==> config.mk <==
export PLATFORM = sky130hd
export DESIGN_NAME = nat_split_n_sync
export DESIGN_NICKNAME = d
export VERILOG_FILES = /design/src/rtl/nat_split_n_sync_pkg.sv /design/src/rtl/nat_split_n_sync_free_delay_cnt.sv /design/src/rtl/nat_split_n_sync.sv
export SDC_FILE = /design/constraint.sdc
export NUM_CORES = 1
export LEC_CHECK = 0
export ABC_AREA = 1
export CAP_MARGIN = 20
export CORE_MARGIN = 8
export CORE_UTILIZATION = 47
export DETAILED_ROUTE_END_ITERATION = 8
export PLACE_DENSITY_LB_ADDON = 0.15
export SLEW_MARGIN = 0
export SYNTH_ARGS = -nofsm -noshare
export SYNTH_HDL_FRONTEND = slang
export SYNTH_SLANG_ARGS = --single-unit
==> constraint.sdc <==
create_clock -name clk -period 2.45 [get_ports clk]
set_clock_uncertainty 0.05 [all_clocks]
set_input_delay 0.245 -clock clk [delete_from_list [all_inputs] [get_ports clk]]
set_output_delay 0.245 -clock clk [all_outputs]
set_load 0.005 [all_outputs]
==> src/rtl/nat_split_n_sync_pkg.sv <==
// Shared types and helpers for the N-way natural split and its delay counter.
package nat_split_n_sync_pkg;

    typedef enum logic [1:0] {
        S_IDLE    = 2'd0,
        S_WAIT    = 2'd1,
        S_RELEASE = 2'd2
    } state_t;

    // Width of a counter that must hold values 0..dly; never narrower than 1 bit.
    function automatic int cnt_w(input int dly);
        return (dly < 1) ? 1 : $clog2(dly + 1);
    endfunction

endpackage

==> src/rtl/nat_split_n_sync_free_delay_cnt.sv <==
// Load/decrement counter: after i_load, o_done pulses for one cycle FREE_DLY cycles later.
// A load while counting restarts the delay.
module free_delay_cnt
    import nat_split_n_sync_pkg::*;
#(
    parameter int FREE_DLY = 2
) (
    input  logic clk,
    input  logic rst_n,
    input  logic i_load,
    output logic o_done
);

    localparam int CW = cnt_w(FREE_DLY);
    localparam logic [CW-1:0] LOAD_VAL = CW'(FREE_DLY);

    logic [CW-1:0] r_cnt;
    logic          r_act;

    always_ff @(posedge clk or negedge rst_n) begin
        if (!rst_n) begin
            r_cnt <= '0;
            r_act <= 1'b0;
        end else if (i_load) begin
            r_cnt <= LOAD_VAL;
            r_act <= 1'b1;
        end else if (r_act) begin
            if (r_cnt == '0) begin
                r_act <= 1'b0;
            end else begin
                r_cnt <= r_cnt - CW'(1);
            end
        end
    end

    assign o_done = r_act && (r_cnt == '0);

endmodule

==> src/rtl/nat_split_n_sync.sv <==
// Forks one drive token plus payload to a masked subset of N_OUT branches and
// returns a single upstream free FREE_DLY cycles after the last selected branch frees.
module nat_split_n_sync
    import nat_split_n_sync_pkg::*;
#(
    parameter int N_OUT    = 4,
    parameter int DW       = 32,
    parameter int FREE_DLY = 2,
    parameter int MASK_EN  = 1
) (
    input  logic             clk,
    input  logic             rst_n,
    input  logic             i_drive,
    input  logic [DW-1:0]    i_data,
    input  logic [N_OUT-1:0] i_mask,
    output logic             o_free,
    output logic [N_OUT-1:0] o_driveNext,
    output logic [DW-1:0]    o_dataNext,
    input  logic [N_OUT-1:0] i_freeNext,
    output logic             o_busy,
    output logic             o_err
);

    state_t             r_state, w_state_nxt;
    logic [N_OUT-1:0]   r_pending, w_pending_nxt;
    logic [N_OUT-1:0]   r_drive;
    logic [N_OUT-1:0]   w_eff_mask;
    logic [DW-1:0]      r_data;
    logic               r_err, w_err_set;
    logic               w_accept, w_load, w_done;

    assign w_eff_mask = (MASK_EN != 0) ? i_mask : '1;
    // The o_free cycle is already idle from the producer's view, so a new token is taken.
    assign w_accept   = i_drive && ((r_state == S_IDLE) || w_done);

    always_comb begin
        w_state_nxt   = r_state;
        w_pending_nxt = r_pending;
        w_load        = 1'b0;
        w_err_set     = 1'b0;
        case (r_state)
            S_IDLE: ;
            S_WAIT: begin
                w_err_set     = |(i_freeNext & ~r_pending);
                w_pending_nxt = r_pending & ~i_freeNext;
                if (w_pending_nxt == '0) begin
                    w_state_nxt = S_RELEASE;
                    w_load      = 1'b1;
                end
            end
            S_RELEASE: begin
                w_err_set = |i_freeNext;
                if (w_done) w_state_nxt = S_IDLE;
            end
            default: w_state_nxt = S_IDLE;
        endcase
        if (i_drive && !w_accept) w_err_set = 1'b1;
        if (w_accept) begin
            w_pending_nxt = w_eff_mask;
            if (w_eff_mask == '0) begin
                w_state_nxt = S_RELEASE;
                w_load      = 1'b1;
            end else begin
                w_state_nxt = S_WAIT;
            end
        end
    end

    always_ff @(posedge clk or negedge rst_n) begin
        if (!rst_n) begin
            r_state   <= S_IDLE;
            r_pending <= '0;
            r_drive   <= '0;
            r_data    <= '0;
            r_err     <= 1'b0;
        end else begin
            r_state   <= w_state_nxt;
            r_pending <= w_pending_nxt;
            r_drive   <= w_accept ? w_eff_mask : '0;
            if (w_accept) r_data <= i_data;
            r_err     <= r_err | w_err_set;
        end
    end

    free_delay_cnt #(
        .FREE_DLY (FREE_DLY)
    ) u_free_dly (
        .clk    (clk),
        .rst_n  (rst_n),
        .i_load (w_load),
        .o_done (w_done)
    );

    assign o_free      = w_done;
    assign o_driveNext = r_drive;
    assign o_dataNext  = r_data;
    assign o_busy      = (r_state != S_IDLE);
    assign o_err       = r_err;

endmodule

==> qor.csv <==
stage;metric;value;unit
power_and_ir_drop;p_per_area;1120;nW/µm²
layout;drive_above_1_share;21.2;%
power_and_ir_drop;ir_drop;0.536;mV
global_route;grt_pass1_vias;1838;
layout;area_growth;41.9;%
die;design.core.area;4410;µm²
sta;timing.fmax;0.533;GHz
critical_path;path_max_fanout;4;
die;num_rows;24;
cts;clock_latency;0.30;ns
placed_design;pre_cts_slack;0.662;ns
cts;clockRootBuffer;clkbuf_8;
cts;cts-buffers-inserted;5;
die;ios;82;
sta;slew_violations;0;
die;die_w;84.1;µm
sta;finalWorstSetupSlack;0.575;ns
sta;worst_slew_pin_slew;0.502;ns
placed_design;dp_hpwl;4080;µm
layout;nets;372;
sta;final_hold_viol_count;0;
status;outcome;completed;
sta;rsz0062_at_grt;false;
layout;antennaDiodeCount;0;
synth;synth.top_cells.by_area;dfrtp_1 53%, nand2_1 14%, nand2_2 14%;
route;drt_pass1_iterations;4;
route;wl;5280;µm
critical_path;crit_required;2.15;ns
min_path;hold_class;in2async;
route;viasPerCell;4.60;
route;drc_errors;0;
critical_path;critPathKind;reg2out;
cts;postCtsResizedCells;0;
run;drv_cap;0;
sta;fin_crit;1.87;ns
critical_path;worstPathArrival;1.58;ns
global_route;antenna_found_initial;0;
placed_design;globalplace.congestion;0.788;
cts;h-tree-depth;2;
critical_path;cp-end-kind;output port;
power_and_ir_drop;leakagePower;0.00154;µW
synth;synth.avg_cell_area;9.07;µm²
route;drt_iter0_drc;77;
cts;clkTransAtPathRegs;0.08;ns
synth;syn_inst;240;
die;die_area;7070;µm²
sta;max_slew_margin;66.5;%
route;ant_nets;0;
synth;ys_types;18;
die;start_util;49.3;%
synth;yosysTopAreaCell;dfrtp_1;
global_route;grt_max_degree;30;
synth;ys.warnings.count;0;
synth;yosys_register_bits;46;
cts;clock_path_buffers;2;
placed_design;port_buffers;81;
sta;setup_viol;0;
synth;synth_nets;287;
cts;cts_tree;yes;
critical_path;start_kind;flip-flop;
global_route;grt_use_total;15.5;%
global_route;grt_first_pass_wirelength;8870;µm
global_route;grt-ovfl-total;0;
sta;setup_tns;0;ns
die;fp.dieH;84.1;µm
cts;clock-sinks;46;
synth;syn-cell-area;2180;µm²
route;wire_per_inst;14.0;µm
sta;min_period_over_period;76.5;%
synth;yosysTopAreaCellShare;52.9;%
power_and_ir_drop;total_power;3460;µW
synth;synth-seq-area-share;52.9;%
route;vias;1738;
## per-stage QoR
stage	cells	hold WS, ns	util, %	cell area, µm²
6_report	378	0.357	70.0	3090
5_1_grt	378	0.380	70.0	3090
4_1_cts	378	0.351	70.0	3090
3_5_place_dp	369	0.151	67.7	2990
3_3_place_gp	369	0.149	67.7	2990
2_1_floorplan	240	-0.101	-	2180
## routing by layer
| layer | up-vias | share of wire (%) | GRT usage, % |
|---|---|---|---|
| met1 | 799 | 43 | 18.1 |
| met4 | 0 | 1.5 | 4.87 |
| li1 | 880 | - | - |
| met2 | 52 | 48 | 24.9 |
| met3 | 7 | 7.2 | 6.84 |
| met5 | - | 0 | 0 |
## flip-flops by register name, indices dropped and copies added, names as in the netlist
register	flops
o_dataNext	32
o_driveNext	4
r_pending	4
r_state	2
u_free_dly.r_cnt	2
o_err	1
u_free_dly.r_act	1
## Yosys cell counts (all sizes together)
cell,n
buf,8
xor2,1
nand3,2
inv,25
dfrtp,46
mux2,1
a21oi,2
o21bai,5
nor2,6
ha,4
o21ai,8
nand2,132
## power by group
group          switching, µW  total (µW)  internal [µW]  leakage [µW]
combinational            809        1700            894      0.000921
sequential               179        1280           1100      0.000568
clock                    250         477            228     0.0000482
## worst paths after layout
path | from | endpoint | slack (ns) | cells after the start
setup / recovery | u_free_dly.r_cnt[0] | o_free | 0.58 | 5
hold / removal | rst_n | o_driveNext[3] | 0.36 | 2
setup reg to reg | r_state[0] | o_dataNext[6] | 0.64 | 8
hold reg to reg | o_dataNext[22] | o_dataNext[22] | 0.43 | 2
max in group asynchronous | rst_n | o_dataNext[29] | 1.26 | 3
min in group clk | o_dataNext[22] | o_dataNext[22] | 0.43 | 2
## worst max-delay path, stage by stage (launching register included)
cell and delay (ns):
dfrtp_1 0.39, inv_1 0.06, ha_1 0.17, nand2_2 0.10, inv_1 0.07, clkdlybuf4s50_1 0.49
## placed cells by master, fill, tap and decap left out, drive strengths merged
cell           count
dlygate4sd3        1
inv               25
nand3              2
a21oi              2
o21bai             5
clkdlybuf4s50     80
clkbuf             7
dfrtp             46
ha                 4
xor2               1
buf                5
o21ai              8
mux2               1
nand2            132
clkinv             1
nor2               6
## cells by family (layout without fill, tap and decap cells)
kind of cell               after synthesis  after routing  synth area share [%]
xor gates and xnor gates                 1              1                 0.402
DFF                                     46             46                  52.9
and+or+nand+nor                        140            140                  30.3
AOI/OAI and AO/OA                       15             15                  4.20
muxes                                    1              1                 0.517
adders and majority gates                4              4                  2.30
buffers and inverters                   33            119                  9.37
## cell type report
class / count / area, µm²
Multi-Input combinational cell: 161 / 830
Inverter: 25 / 93.8
Clock buffer: 7 / 86.3
Clock inverter: 1 / 5.00
Fill cell: 378 / 1330
Sequential cell: 46 / 1150
Tap cell: 52 / 65.1
Timing Repair Buffer: 86 / 858
## repair_timing
item / in CTS / in global routing
buffers inserted: 0 / 0
hold endpoints to repair: 17 / 0
hold buffers: 1 / 0
(Power assumes the default switching activity.)
